==> src/rtl/controller_pkg.sv <==
// Shared types and constants for the controller poll sequencer.
//   poll_state_t      : sequencer FSM states
//   *_DEFAULT         : default timing/width parameters
//   BTN_*             : bit positions of each button in a committed button byte
//   phase_width()     : width of the phase down-counter for given durations
package controller_pkg;

    localparam int unsigned NUM_BITS_DEFAULT     = 8;
    localparam int unsigned LATCH_CYCLES_DEFAULT = 2;
    localparam int unsigned CLK_DIV_DEFAULT      = 2;

    // First bit shifted out of the controller is A, so it lands in the MSB.
    localparam int unsigned BTN_A      = 7;
    localparam int unsigned BTN_B      = 6;
    localparam int unsigned BTN_SELECT = 5;
    localparam int unsigned BTN_START  = 4;
    localparam int unsigned BTN_UP     = 3;
    localparam int unsigned BTN_DOWN   = 2;
    localparam int unsigned BTN_LEFT   = 1;
    localparam int unsigned BTN_RIGHT  = 0;

    typedef enum logic [2:0] {
        IDLE   = 3'd0,
        LATCH  = 3'd1,
        LOW    = 3'd2,
        HIGH   = 3'd3,
        COMMIT = 3'd4
    } poll_state_t;

    // Counter holds duration-1, so clog2 of the longest duration suffices (min 1 bit).
    function automatic int unsigned phase_width(input int unsigned latch_cycles,
                                                input int unsigned clk_div);
        int unsigned longest;
        longest = (clk_div > latch_cycles) ? clk_div : latch_cycles;
        return (longest > 1) ? $clog2(longest) : 1;
    endfunction

endpackage

==> src/rtl/controller_poll_sequencer_if.sv <==
// Host/controller-side signal bundle of the poll sequencer.
//   enable, start              : poll request from the host
//   ctrl_1/2_data_in_B         : serial data from the controllers (active-low)
//   ctrl_latch, ctrl_clk       : shared latch strobe and shift clock to the controllers
//   buttons_1/2                : committed button bytes (active-high)
//   busy, done                 : poll in progress / new buttons visible this cycle
// slave  : sequencer side
// master : host + controller side
interface controller_poll_sequencer_if
    import controller_pkg::*;
#(
    parameter int unsigned NUM_BITS = NUM_BITS_DEFAULT
);

    logic                enable;
    logic                start;
    logic                ctrl_1_data_in_B;
    logic                ctrl_2_data_in_B;
    logic                ctrl_latch;
    logic                ctrl_clk;
    logic [NUM_BITS-1:0] buttons_1;
    logic [NUM_BITS-1:0] buttons_2;
    logic                busy;
    logic                done;

    modport slave (
        input  enable,
        input  start,
        input  ctrl_1_data_in_B,
        input  ctrl_2_data_in_B,
        output ctrl_latch,
        output ctrl_clk,
        output buttons_1,
        output buttons_2,
        output busy,
        output done
    );

    modport master (
        output enable,
        output start,
        output ctrl_1_data_in_B,
        output ctrl_2_data_in_B,
        input  ctrl_latch,
        input  ctrl_clk,
        input  buttons_1,
        input  buttons_2,
        input  busy,
        input  done
    );

endinterface

==> src/rtl/controller_phase_timer.sv <==
// Loadable down-counter timing the LATCH/LOW/HIGH phases.
//   clk_1, rst_B : clock, async active-low reset
//   load         : (re)start the timer with load_val (= duration - 1)
//   load_val     : cycles remaining after the load cycle
//   expire_c     : high for exactly one cycle, the last cycle of the phase
module controller_phase_timer #(
    parameter int unsigned WIDTH = 1
) (
    input  logic             clk_1,
    input  logic             rst_B,
    input  logic             load,
    input  logic [WIDTH-1:0] load_val,
    output logic             expire_c
);

    logic [WIDTH-1:0] count;
    logic             armed;

    // Counts down to zero and disarms, so expire fires once per load.
    always_ff @(posedge clk_1 or negedge rst_B) begin
        if (!rst_B) begin
            count <= '0;
            armed <= 1'b0;
        end else if (load) begin
            count <= load_val;
            armed <= 1'b1;
        end else if (armed) begin
            if (count == '0) begin
                armed <= 1'b0;
            end else begin
                count <= count - WIDTH'(1);
            end
        end
    end

    assign expire_c = armed && (count == '0);

endmodule

==> src/rtl/controller_poll_sequencer.sv <==
// Serial poll of two NES-style controllers with atomic commit of both button bytes.
//   clk_1  : system clock (CPU domain)
//   rst_B  : async active-low reset
//   bus    : slave side of controller_poll_sequencer_if
//            (enable/start in, ctrl_latch/ctrl_clk out, serial data in,
//             buttons_1/2, busy, done out)
// Timing: start seen at cycle 0 -> latch cycles 1..LATCH_CYCLES, NUM_BITS
// low/high clock pairs of CLK_DIV cycles each, one COMMIT cycle, done visible
// at cycle LATCH_CYCLES + NUM_BITS*2*CLK_DIV + 2.
module controller_poll_sequencer
    import controller_pkg::*;
#(
    parameter int unsigned NUM_BITS     = NUM_BITS_DEFAULT,
    parameter int unsigned LATCH_CYCLES = LATCH_CYCLES_DEFAULT,
    parameter int unsigned CLK_DIV      = CLK_DIV_DEFAULT
) (
    input  logic                        clk_1,
    input  logic                        rst_B,
    controller_poll_sequencer_if.slave  bus
);

    localparam int unsigned CW = $clog2(NUM_BITS + 1);
    localparam int unsigned PW = phase_width(LATCH_CYCLES, CLK_DIV);

    poll_state_t         state;
    poll_state_t         state_d;
    logic [CW-1:0]       bit_cnt;
    logic [CW-1:0]       bit_cnt_d;
    logic                pending;
    logic                pending_d;

    logic                phase_load_c;
    logic [PW-1:0]       phase_val_c;
    logic                phase_expire_c;
    logic                sample_c;
    logic                commit_c;

    logic [NUM_BITS-1:0] shift_1;
    logic [NUM_BITS-1:0] shift_2;
    logic [NUM_BITS-1:0] buttons_1;
    logic [NUM_BITS-1:0] buttons_2;
    logic                ctrl_latch;
    logic                ctrl_clk;
    logic                busy;
    logic                done;

    // Phase duration timer, reloaded on every state entry.
    controller_phase_timer #(
        .WIDTH (PW)
    ) u_phase_timer (
        .clk_1    (clk_1),
        .rst_B    (rst_B),
        .load     (phase_load_c),
        .load_val (phase_val_c),
        .expire_c (phase_expire_c)
    );

    // Next-state, bit counter, pending request and timer reload.
    always_comb begin
        state_d      = state;
        bit_cnt_d    = bit_cnt;
        pending_d    = pending;
        phase_load_c = 1'b0;
        phase_val_c  = '0;

        case (state)
            IDLE: begin
                if (bus.start && bus.enable) begin
                    state_d = LATCH;
                end
            end
            LATCH: begin
                if (phase_expire_c) begin
                    state_d = LOW;
                end
            end
            LOW: begin
                if (phase_expire_c) begin
                    state_d = HIGH;
                end
            end
            HIGH: begin
                if (phase_expire_c) begin
                    bit_cnt_d = bit_cnt + CW'(1);
                    state_d   = (bit_cnt_d == CW'(NUM_BITS)) ? COMMIT : LOW;
                end
            end
            COMMIT: begin
                // A start landing in COMMIT is serviced directly, never parked in IDLE.
                state_d = (bus.enable && (pending || bus.start)) ? LATCH : IDLE;
            end
            default: begin
                state_d = IDLE;
            end
        endcase

        // One-deep request memory; dropping enable discards it.
        if (!bus.enable || (state == COMMIT)) begin
            pending_d = 1'b0;
        end else if (bus.start && (state != IDLE)) begin
            pending_d = 1'b1;
        end

        if (state_d != state) begin
            phase_load_c = 1'b1;
            case (state_d)
                LATCH:     phase_val_c = PW'(LATCH_CYCLES - 1);
                LOW, HIGH: phase_val_c = PW'(CLK_DIV - 1);
                default:   phase_val_c = '0;
            endcase
            if (state_d == LATCH) begin
                bit_cnt_d = '0;
            end
        end
    end

    assign sample_c = (state == LOW) && phase_expire_c;
    assign commit_c = (state == COMMIT);

    // State register; pad and status outputs decoded from next state so they are flop-driven.
    always_ff @(posedge clk_1 or negedge rst_B) begin
        if (!rst_B) begin
            state      <= IDLE;
            bit_cnt    <= '0;
            pending    <= 1'b0;
            ctrl_latch <= 1'b0;
            ctrl_clk   <= 1'b0;
            busy       <= 1'b0;
            done       <= 1'b0;
        end else begin
            state      <= state_d;
            bit_cnt    <= bit_cnt_d;
            pending    <= pending_d;
            ctrl_latch <= (state_d == LATCH);
            ctrl_clk   <= (state_d == HIGH);
            busy       <= (state_d != IDLE);
            done       <= commit_c;
        end
    end

    // Shift in inverted serial data at the end of LOW; commit both bytes together.
    always_ff @(posedge clk_1 or negedge rst_B) begin
        if (!rst_B) begin
            shift_1   <= '0;
            shift_2   <= '0;
            buttons_1 <= '0;
            buttons_2 <= '0;
        end else begin
            if (sample_c) begin
                shift_1 <= {shift_1[NUM_BITS-2:0], ~bus.ctrl_1_data_in_B};
                shift_2 <= {shift_2[NUM_BITS-2:0], ~bus.ctrl_2_data_in_B};
            end
            if (commit_c) begin
                buttons_1 <= shift_1;
                buttons_2 <= shift_2;
            end
        end
    end

    assign bus.ctrl_latch = ctrl_latch;
    assign bus.ctrl_clk   = ctrl_clk;
    assign bus.buttons_1  = buttons_1;
    assign bus.buttons_2  = buttons_2;
    assign bus.busy       = busy;
    assign bus.done       = done;

endmodule
==> src/flat_wrapper.sv <==
// flat-port wrapper written by rule: the top's interface ports become plain ports
module controller_poll_sequencer_flat import controller_pkg::*;
#(
    parameter int unsigned NUM_BITS     = NUM_BITS_DEFAULT,
    parameter int unsigned LATCH_CYCLES = LATCH_CYCLES_DEFAULT,
    parameter int unsigned CLK_DIV      = CLK_DIV_DEFAULT
)
  (clk_1, rst_B, bus_enable, bus_start, bus_ctrl_1_data_in_B, bus_ctrl_2_data_in_B, bus_ctrl_latch, bus_ctrl_clk, bus_buttons_1, bus_buttons_2, bus_busy, bus_done);
  controller_poll_sequencer_if #(.NUM_BITS(NUM_BITS)) bus_i ();
  input  logic clk_1;
  input  logic rst_B;
  input wire logic [$bits(bus_i.enable)-1:0] bus_enable;
  input wire logic [$bits(bus_i.start)-1:0] bus_start;
  input wire logic [$bits(bus_i.ctrl_1_data_in_B)-1:0] bus_ctrl_1_data_in_B;
  input wire logic [$bits(bus_i.ctrl_2_data_in_B)-1:0] bus_ctrl_2_data_in_B;
  output wire logic [$bits(bus_i.ctrl_latch)-1:0] bus_ctrl_latch;
  output wire logic [$bits(bus_i.ctrl_clk)-1:0] bus_ctrl_clk;
  output wire logic [$bits(bus_i.buttons_1)-1:0] bus_buttons_1;
  output wire logic [$bits(bus_i.buttons_2)-1:0] bus_buttons_2;
  output wire logic [$bits(bus_i.busy)-1:0] bus_busy;
  output wire logic [$bits(bus_i.done)-1:0] bus_done;
  assign bus_i.enable = bus_enable;
  assign bus_i.start = bus_start;
  assign bus_i.ctrl_1_data_in_B = bus_ctrl_1_data_in_B;
  assign bus_i.ctrl_2_data_in_B = bus_ctrl_2_data_in_B;
  assign bus_ctrl_latch = bus_i.ctrl_latch;
  assign bus_ctrl_clk = bus_i.ctrl_clk;
  assign bus_buttons_1 = bus_i.buttons_1;
  assign bus_buttons_2 = bus_i.buttons_2;
  assign bus_busy = bus_i.busy;
  assign bus_done = bus_i.done;
  controller_poll_sequencer #(.NUM_BITS(NUM_BITS), .LATCH_CYCLES(LATCH_CYCLES), .CLK_DIV(CLK_DIV)) u_core (.clk_1(clk_1), .rst_B(rst_B), .bus(bus_i));
endmodule
==> config.mk <==
export PLATFORM = sky130hd
export DESIGN_NAME = controller_poll_sequencer_flat
export DESIGN_NICKNAME = d
export VERILOG_FILES = /design/src/rtl/controller_pkg.sv /design/src/rtl/controller_poll_sequencer_if.sv /design/src/rtl/controller_phase_timer.sv /design/src/rtl/controller_poll_sequencer.sv /design/src/flat_wrapper.sv
export SDC_FILE = /design/constraint.sdc
export NUM_CORES = 1
export LEC_CHECK = 0
export CORE_MARGIN = 5
export CORE_UTILIZATION = 30
export CTS_CLUSTER_DIAMETER = 100
export DETAILED_ROUTE_END_ITERATION = 7
export SYNTH_ARGS = -nofsm -noshare
export SYNTH_HDL_FRONTEND = slang
export SYNTH_SLANG_ARGS = --single-unit
==> constraint.sdc <==
create_clock -name clk_1 -period 2.1 [get_ports clk_1]
set_input_delay 0.21 -clock clk_1 [delete_from_list [all_inputs] [get_ports clk_1]]
set_output_delay 0.21 -clock clk_1 [all_outputs]
set_load 0.02 [all_outputs]
# Yosys cells after proc, flatten, opt, wreduce, memory -nomap -nowiden
# Index checks and enable logic that the tools add are counted.
totals:
  ff_bits: 46
  input_bits: 6
  out_inout_bits: 20
  word_cells: 63
op_classes:
  addsub: 2
  n_eq_ne: 9
  mux: 22
  bitwise: 3
  n_reduce_logical: 14
op_table:
  columns: ["operator", "count"]
  rows:
  - ["4-bit 2-to-1 mux", 4]
  - ["3-bit 2-to-1 mux", 5]
  - ["3-bit one-hot mux with 5 select lines", 1]
  - ["3-bit by 2-bit == test with 1-bit output, second input constant", 4]
  - ["1-bit 2-to-1 mux", 12]
  - ["3-bit by 1-bit == test with 1-bit output, second input constant", 2]
  - ["3-bit nonzero test", 2]
  - ["1-bit logical AND", 5]
  - ["4-bit by 1-bit adder with 4-bit output, second input constant", 1]
  - ["4-bit == test, second input constant", 1]
  - ["2-bit nonzero test", 2]
  - ["3-bit == test, second input constant", 1]
  - ["3-bit zero test", 1]
  - ["3-bit inequality test", 1]
  - ["1-bit NOT", 3]
  - ["3-bit OR reduction", 1]
  - ["1-bit logical OR", 2]
  - ["1-bit zero test", 1]
  - ["1-bit subtractor, second input constant", 1]

# Logic depth before layout (Yosys ltp)
# Gate-level depths: netlist of run 1.
depth:
  word_depth: 10
  mapped_depth: 6
  ltp_nobuf: 6

# By module
# Synthesis of run 1 repeated with hierarchy kept, for this count alone.
hier_totals:
  cells_unflattened: 166
  area_unflattened_um2: 1943.1
by_module_without_submodules:
  columns: ["module", "instances", "cells_per_inst", "area_each_um2", "seq_area_each_um2"]
  rows:
  - ["controller_poll_sequencer", 1, 159, 1859.3, 1101.1]
  - ["controller_phase_timer", 1, 7, 83.8, 50.0]

# Worst setup path after synthesis of run 1
# Ideal clock, no wire load.
synth_timing:
  path_kind: "reg2reg"
  startpoint: "register u_core.state[2]"
  endpoint: "register u_core.u_phase_timer.count"
  setup_time_ps: 124
  arrival_time_ps: 1326
  required_ps: 1976
  setup_slack_ps: 650
  path_stages_with_launch: 6
  n_path_buf: 1
  synth_period_minus_slack_ps: 1450
  path_cell_list: "dfrtp_1 a21oi_1 and3b_1 buf_6 o21bai_4 o31a_1"
synth_between:
  elab_chain_len: 7
  word_cells_on_any_way: 20
  cone_classes: "eq/ne (8); mux (9); reduce/logical (3)"
synth_rtl:
  columns: ["item", "line", "text"]
  rows:
  - ["start: declaration", "controller_poll_sequencer.sv:25", "poll_state_t state;"]
  - ["start signal: assignment", "controller_poll_sequencer.sv:131", "state <= state_d;"]
  - ["3-bit == test (tied with other cells)", "controller_poll_sequencer.sv:66", "case (state)"]
  - ["3-bit one-hot mux with 5 select lines *", "controller_poll_sequencer.sv:66", null]
  - ["net u_core.state_d[0]", "controller_poll_sequencer.sv:26", "poll_state_t state_d;"]
  - ["3-bit by 2-bit == test with 1-bit output or 3-bit by 1-bit == test with 1-bit output (tied branches)", "controller_poll_sequencer.sv:106", "case (state_d)"]
  - ["3-bit OR reduction (no source line)", null, null]
  - ["1-bit 2-to-1 mux", "controller_poll_sequencer.sv:106", null]
  - ["1-bit 2-to-1 mux", "controller_poll_sequencer.sv:104", "if (state_d != state) begin"]
  - ["1-bit 2-to-1 mux", "controller_phase_timer.sv:24", "end else if (load) begin"]
  - ["end signal: assignment", "controller_phase_timer.sv:25", "count <= load_val;"]
  - ["end signal: assignment", "controller_phase_timer.sv:31", "count <= count - WIDTH'(1);"]
  - ["end: declaration", "controller_phase_timer.sv:16", "logic [WIDTH-1:0] count;"]
# Mark *: on every way through the listed nets, which the timed path passes. The rest lies on a longest branch.
# A chain may end at the register's enable or synchronous reset.

# Worst setup path after layout of run 1
layout_timing:
  startpoint: "register u_core.bit_cnt[0]"
  endpoint: "register u_core.u_phase_timer.count"
layout_between:
  elab_chain_len: 10
  word_cells_on_any_way: 15
  cone_classes: "add/sub (1); eq/ne (5); mux (7); reduce/logical (2)"
layout_rtl:
  columns: ["item", "line", "text"]
  rows:
  - ["start: declaration", "controller_poll_sequencer.sv:27", "logic [CW-1:0] bit_cnt;"]
  - ["start signal: assignment", "controller_poll_sequencer.sv:132", "bit_cnt <= bit_cnt_d;"]
  - ["4-bit by 1-bit adder with 4-bit output *", "controller_poll_sequencer.sv:84", "bit_cnt_d = bit_cnt + CW'(1);"]
  - ["4-bit == test *", "controller_poll_sequencer.sv:85", "state_d = (bit_cnt_d == CW'(NUM_BITS)) ? COMMIT : LOW;"]
  - ["3-bit 2-to-1 mux *", "controller_poll_sequencer.sv:85", null]
  - ["3-bit 2-to-1 mux *", "controller_poll_sequencer.sv:83", "if (phase_expire_c) begin"]
  - ["3-bit one-hot mux with 5 select lines *", "controller_poll_sequencer.sv:66", null]
  - ["net u_core.state_d[1]", "controller_poll_sequencer.sv:26", null]
  - ["3-bit by 2-bit == test with 1-bit output or 3-bit by 1-bit == test with 1-bit output (tied branches)", "controller_poll_sequencer.sv:106", null]
  - ["3-bit OR reduction (no source line)", null, null]
  - ["1-bit 2-to-1 mux", "controller_poll_sequencer.sv:106", null]
  - ["1-bit 2-to-1 mux", "controller_poll_sequencer.sv:104", null]
  - ["1-bit 2-to-1 mux", "controller_phase_timer.sv:24", null]
# Marks and branches as above.

==> qor.csv, run 1 <==
stage;metric;value;unit
run_status;status;finished clean;
yosys;syn nets;141;
clocking;post-CTS setup buffer count;0;
worst_setup_path;Reg2Reg Depth;6;
yosys;Mapped Area;1860;µm²
grt;GRT Util Overall;0.0872;
worst_setup_path;worst path required time;2.27;ns
yosys;dominant cells by area after synthesis;dfrtp_1 62%, mux2_2 11%, mux2_1 6.7%;
final_layout;final core utilization;0.383;
yosys;count of flip-flops with a built-in enable after synthesis;0;
final_layout;fin cells;241;
placed_design;placed insts;232;
final_layout;synthesis-to-finish area growth;23.1;%
floorplan;Initial Utilization;0.311;
routing;routed vias/inst;4.53;
yosys;top cells by count, synth;46 x dfrtp_1, 19 x mux2_2, 11 x mux2_1;
grt;Overflow after GRT;0;
clocking;total CTS buffers;5;
timing;worst clock skew;0.00737;ns
yosys;FF+latch count, synth;46;
worst_setup_path;Critical Path Max Stage Delay;0.44;ns
yosys;Synth Area in Adders;0.0134;
routing;drt total wl;3140;µm
worst_setup_path;Buf/Inv on CP;0;
placed_design;DP Wirelength;2340;µm
routing;1st-iter DRT viols;16;
floorplan;I/O pin count;26;
worst_setup_path;Setup CP Type;reg -> reg;
grt;largest net degree at the start of global routing;24;
worst_setup_path;CP endpoint kind;register;
worst_hold_path;hold crit path type;in -> async;
placed_design;Post-Place Worst Slack;0.452;ns
yosys;Post-synth top flop;dfrtp_1;
placed_design;Port Buffers;25;
final_layout;layout cells sized above 1;0.217;
yosys;simple-gate share of the synthesized area;0.0954;
worst_setup_path;Worst Setup Start Kind;register;
timing;worst-margin pin slew;0.481;ns
clocking;clock slew at reported path FFs;0.08;ns
timing;final hold vios;0;
placed_design;gpl congestion;0.743;
floorplan;die height;88.8;µm
final_layout;Ant. Diodes;0;
timing;RSZ-0062 raised after global routing;no;
final_layout;Fillers;555;
yosys;Syn Inst Count;133;
routing;Final ANT Viol Nets;0;
yosys;Synth Area in Compound Gates;0.0457;
timing;setup violators final;0;
final_layout;Layout Nets;173;
yosys;synthesized area per cell;14.0;µm²
power_and_ir_drop;Design Power;2.55;mW
worst_setup_path;crit-path max FO;5;
floorplan;core area;5990;µm²
routing;total iterations of the first detailed-routing run;5;
yosys;Yosys top cell by area;dfrtp_1;
flow_run;Max Cap Viol;0;
yosys;post-synthesis xor/xnor area fraction;0.0188;
timing;Period Utilization, post-route;0.757;
yosys;Yosys cell types;31;
routing;routed len/inst;13.0;µm
clocking;CTS sink cnt;46;
routing;DRC violations left;0;
clocking;clock latency on the worst-skew pair;0.29;ns
power_and_ir_drop;Power Density;1110;nW/µm²
grt;first-pass GRT wire length;5290;µm
worst_setup_path;family with the most delay on the worst path;compound AO/OA/AOI/OAI gates;
yosys;count leader, synth;dfrtp_1;
timing;Rel. slew slack;0.679;
power_and_ir_drop;P_leak;0.986;nW
yosys;post-synth top area share;0.618;
timing;hold_ws;0.404;ns
clocking;H-tree levels;2;
yosys;Synth warnings;0;
yosys;largest family of logic cells by synthesized area;multiplexers;
worst_setup_path;Crit-path slowest cell;dfrtp_1;
floorplan;die extent in x;88.8;µm
floorplan;die area;7880;µm²
final_layout;design area;2290;µm²
timing;Post-Route Setup TNS;0;ns
floorplan;FP Rows;28;
timing;final worst setup slack;0.511;ns
timing;Max Fclk;629;MHz
yosys;register area share after synthesis;0.618;
clocking;clk root buf;clkbuf_8;
yosys;async set-reset flop share out of synthesis;1.00;
clocking;Clock Path Buffers;2;
placed_design;Post-DP Area;2190;µm²
worst_setup_path;Crit path arrival time;1.76;ns
timing;fin. max-slew vios;0;
routing;via count;1091;
timing;Tmin final;1.59;ns
worst_setup_path;worst-path cell chain;ha_1, nor2_1, nand2_1, o21ai_0, a31oi_1, o31a_1;
clocking;CTS tree;done;
grt;initial antenna violation count;0;
worst_setup_path;CP Depth;6;
yosys;post-synthesis mux area share;0.187;
power_and_ir_drop;Worst VDD drop;0.444;mV
grt;vias in the first global route;1137;
per-layer routing:
metal / global-route usage / wire length (µm) / share of wire / vias to the layer above
met3: 0.0279 / 179 / 0.057 / 7
met1: 0.109 / 1450 / 0.46 / 545
met4: 0.0288 / 38 / 0.012 / 0
met2: 0.142 / 1470 / 0.47 / 24
met5: 0 / 0 / 0 / -
li1: - / - / - / 515
placed cells by master, fill, tap and decap left out, types with 2 or more instances in the layout:
cell type,count
dfrtp_1,46
inv_1,2
nand2b_1,2
mux2_1,11
xor2_1,3
buf_4,3
clkbuf_8,6
nor3_2,2
clkdlybuf4s50_1,24
mux2_2,19
and2_1,2
nand2_1,9
ha_1,2
o21ai_0,4
nor2_1,9
a21oi_1,2
cells by family after synthesis:
group	count (synthesis)
fa+ha+maj	2
buf+inv	6
compound gates	12
simple gates	32
xor+xnor	4
mux	31
flops	46
power breakdown:
group / switching (mW) / internal (mW) / leakage [nW]
logic: 0.313 / 0.360 / 0.385
registers: 0.196 / 1.15 / 0.553
clock network: 0.270 / 0.265 / 0.0482
total: 0.779 / 1.77 / 0.986
worst paths after layout:
check / startpoint / to / slack [ns]
max in group asynchronous: rst_B / u_core.u_phase_timer.count$_DFFE_PN0P_ / 1.13
worst max register to register: u_core.bit_cnt[0]$_DFF_PN0_ / u_core.u_phase_timer.count$_DFFE_PN0P_ / 0.51
worst min register to register: u_core.bus.buttons_2[5]$_DFFE_PN0P_ / u_core.bus.buttons_2[5]$_DFFE_PN0P_ / 0.49
min in group clk_1: u_core.bus.buttons_2[5]$_DFFE_PN0P_ / u_core.bus.buttons_2[5]$_DFFE_PN0P_ / 0.49
worst min-delay path: rst_B / u_core.bus.buttons_2[5]$_DFFE_PN0P_ / 0.40
worst max-delay path: u_core.bit_cnt[0]$_DFF_PN0_ / u_core.u_phase_timer.count$_DFFE_PN0P_ / 0.51
sequential cells by signal, summed over array words and instances, names as in the netlist, 3 cells and up:
register / flops
u_core.bit_cnt: 4
u_core.shift_2: 8
u_core.bus.buttons_1: 8
u_core.shift_1: 8
u_core.bus.buttons_2: 8
u_core.state: 3
final cells by class:
class                           instances  area [µm²]  area share
Clock buffer                            7        86.3      0.0377
Multi-Input combinational cell         81         671       0.293
Tap cell                               75        93.8      0.0409
Clock inverter                          1        5.00     0.00218
Inverter                                2        7.51     0.00328
Sequential cell                        46        1150       0.502
Timing Repair Buffer                   29         278       0.121
worst reg2reg max path, cell delays in order (launching register included):
cell and delay (ns):
dfrtp_1 0.44, ha_1 0.26, nor2_1 0.11, nand2_1 0.05
o21ai_0 0.10, a31oi_1 0.18, o31a_1 0.33
repair_timing:
| action | 4_1_cts | 5_1_grt |
|---|---|---|
| gates resized for setup | 0 | 0 |
| hold endpoints to repair | 21 | 0 |
| hold buffers | 1 | 0 |
Power figures use the tool's default switching activity.
==> run 2: changes to the inputs <==
==> constraint.sdc (replaced) <==
create_clock -name clk_1 -period 1.29 [get_ports clk_1]
set_input_delay 0.129 -clock clk_1 [delete_from_list [all_inputs] [get_ports clk_1]]
set_output_delay 0.129 -clock clk_1 [all_outputs]
set_load 0.02 [all_outputs]
==> qor.csv, run 2 (same netlist as run 1, synthesis figures left out) <==
stage;metric;value;unit;change
clocking;clock latency on the worst-skew pair;0.30;ns;about the same
grt;largest net degree at the start of global routing;47;;+96%
placed_design;gpl congestion;0.805;;+8.3%
floorplan;Initial Utilization;0.311;;unchanged
timing;worst-margin pin slew;0.243;ns;-0.238 ns
floorplan;die extent in x;88.8;µm;unchanged
final_layout;commonest non-fill, non-tap cells in the layout;44 x dfrtp_1, 20 x dlygate4sd2_1, 19 x mux2_2, 18 x buf_4, 9 x mux2_1;;
floorplan;core area;5990;µm²;unchanged
worst_setup_path;Crit-path slowest cell;dfrtp_1;;
worst_setup_path;Buf/Inv on CP;0;;unchanged
clocking;clk root buf;clkbuf_8;;
timing;setup violators final;38;;+38
worst_setup_path;family with the most delay on the worst path;compound AO/OA/AOI/OAI gates;;
routing;routed len/inst;13.5;µm;+3.8%
final_layout;most common cell after layout, fill and taps aside;dfrtp_1;;
power_and_ir_drop;Power Density;1840;nW/µm²;+65%
floorplan;I/O pin count;26;;unchanged
worst_setup_path;Critical Path Max Stage Delay;0.44;ns;about the same
floorplan;FP Rows;28;;unchanged
run_status;status;finished with violations;;
final_layout;layout cells sized above 1;0.406;;+0.190
timing;RSZ-0062 raised after global routing;yes;;
routing;1st-iter DRT viols;25;;+9
floorplan;die area;7880;µm²;unchanged
final_layout;synthesis-to-finish area growth;37.8;%;
routing;routed vias/inst;4.48;;-1.0%
timing;Period Utilization, post-route;1.09;;+0.331
run_status;failing checks;setup timing;;
power_and_ir_drop;P_leak;1.14;nW;+16%
clocking;CTS sink cnt;46;;unchanged
timing;final worst setup slack;-0.113;ns;-0.624 ns
final_layout;fin cells;262;;+8.7%
placed_design;Port Buffers;25;;unchanged
power_and_ir_drop;Worst VDD drop;0.786;mV;+77%
timing;hold_ws;0.325;ns;-0.0795 ns
placed_design;Post-DP Area;2350;µm²;+7.5%
worst_setup_path;worst-path cell chain;nand2_2, xor2_2, o21ai_2, a31oi_2, o31a_1;;
worst_setup_path;crit-path max FO;3;;-2
clocking;Clock Path Buffers;2;;unchanged
floorplan;die height;88.8;µm;unchanged
grt;Overflow after GRT;0;;unchanged
routing;total iterations of the first detailed-routing run;4;;-1
grt;GRT Util Overall;0.0996;;+0.0124
timing;Tmin final;1.40;ns;-0.186 ns
timing;Max Fclk;713;MHz;+13%
worst_setup_path;CP endpoint kind;register;;
power_and_ir_drop;Design Power;4.73;mW;+85%
timing;Rel. slew slack;0.838;;+0.159
clocking;total CTS buffers;5;;unchanged
worst_setup_path;Crit path arrival time;1.59;ns;-0.17 ns
grt;initial antenna violation count;0;;unchanged
worst_setup_path;Worst Setup Start Kind;register;;
clocking;H-tree levels;2;;unchanged
timing;worst clock skew;0.00769;ns;+0.000314 ns
placed_design;Post-Place Worst Slack;-0.178;ns;-0.629 ns
worst_hold_path;hold crit path type;in -> async;;
timing;final hold vios;0;;unchanged
flow_run;Max Cap Viol;0;;unchanged
routing;drt total wl;3540;µm;+13%
final_layout;design area;2570;µm²;+12%
clocking;CTS tree;done;;
final_layout;Ant. Diodes;0;;unchanged
final_layout;Layout Nets;194;;+12%
grt;vias in the first global route;1264;;+11%
worst_setup_path;Setup CP Type;reg -> reg;;
placed_design;DP Wirelength;2370;µm;+1.4%
grt;first-pass GRT wire length;5870;µm;+11%
routing;DRC violations left;0;;unchanged
placed_design;placed insts;249;;+7.3%
worst_setup_path;worst path required time;1.48;ns;-0.79 ns
routing;via count;1174;;+7.6%
routing;Final ANT Viol Nets;0;;unchanged
clocking;clock slew at reported path FFs;0.09;ns;about the same
timing;fin. max-slew vios;0;;unchanged
run 2: through the flow:
step | utilization | TNS (ns)
6_report | 0.428 | -2.06
3_5_place_dp | 0.393 | -2.13
2_1_floorplan | - | -1.46
3_3_place_gp | 0.393 | -1.64
4_1_cts | 0.415 | -0.917
5_1_grt | 0.428 | -4.79
run 2: path summary, 6_finish.rpt:
check                           cells past startpoint  slack [ns]                                 from                                endpoint
worst max-delay path                                5       -0.11          u_core.bit_cnt[0]$_DFF_PN0_  u_core.u_phase_timer.count$_DFFE_PN0P_
worst min-delay path                                3        0.32                                rst_B     u_core.bus.buttons_2[6]$_DFFE_PN0P_
worst max register to register                      5       -0.11          u_core.bit_cnt[0]$_DFF_PN0_  u_core.u_phase_timer.count$_DFFE_PN0P_
worst min register to register                      1        0.49  u_core.bus.buttons_2[6]$_DFFE_PN0P_     u_core.bus.buttons_2[6]$_DFFE_PN0P_
max in group asynchronous                           3        0.73                                rst_B             u_core.bit_cnt[1]$_DFF_PN0_
min in group clk_1                                  2        0.40                 bus_ctrl_2_data_in_B           u_core.shift_2[0]$_DFFE_PN0P_
run 2: final cells by class:
class / count / area [µm²]
multi-input combinational: 82 / 779
tap: 75 / 93.8
inverter: 2 / 7.51
clock inverter: 3 / 23.8
clock buffer: 5 / 68.8
timing repair buffer: 49 / 439
fill: 557 / 3420
sequential: 46 / 1150
run 2: report_power, final:
group / internal, mW / switching [mW]
registers: 1.87 / 0.286
clock network: 0.387 / 0.503
logic: 0.939 / 0.744
total: 3.20 / 1.53
run 2: routing by layer:
metal	track usage	up-vias	wire length, µm
met4	0.0330	0	66
li1	-	561	-
met2	0.172	25	1810
met3	0.0391	7	195
met5	0	-	0
met1	0.112	581	1470
run 2: what timing repair did:
| action | CTS | global route |
|---|---|---|
| hold buffers | 1 | 0 |
| cloned | 1 | 0 |
| resized for setup | 29 | 17 |
| pin swaps | 8 | 11 |
| buffers inserted | 2 | 1 |
| hold endpoints to repair | 46 | 0 |
| endpoints found under the setup margin | 57 | 42 |
run 2: worst min-delay path: stages:
cell	delay [ns]
dlygate4sd3_1	0.51
buf_2	0.12
buf_12	0.24
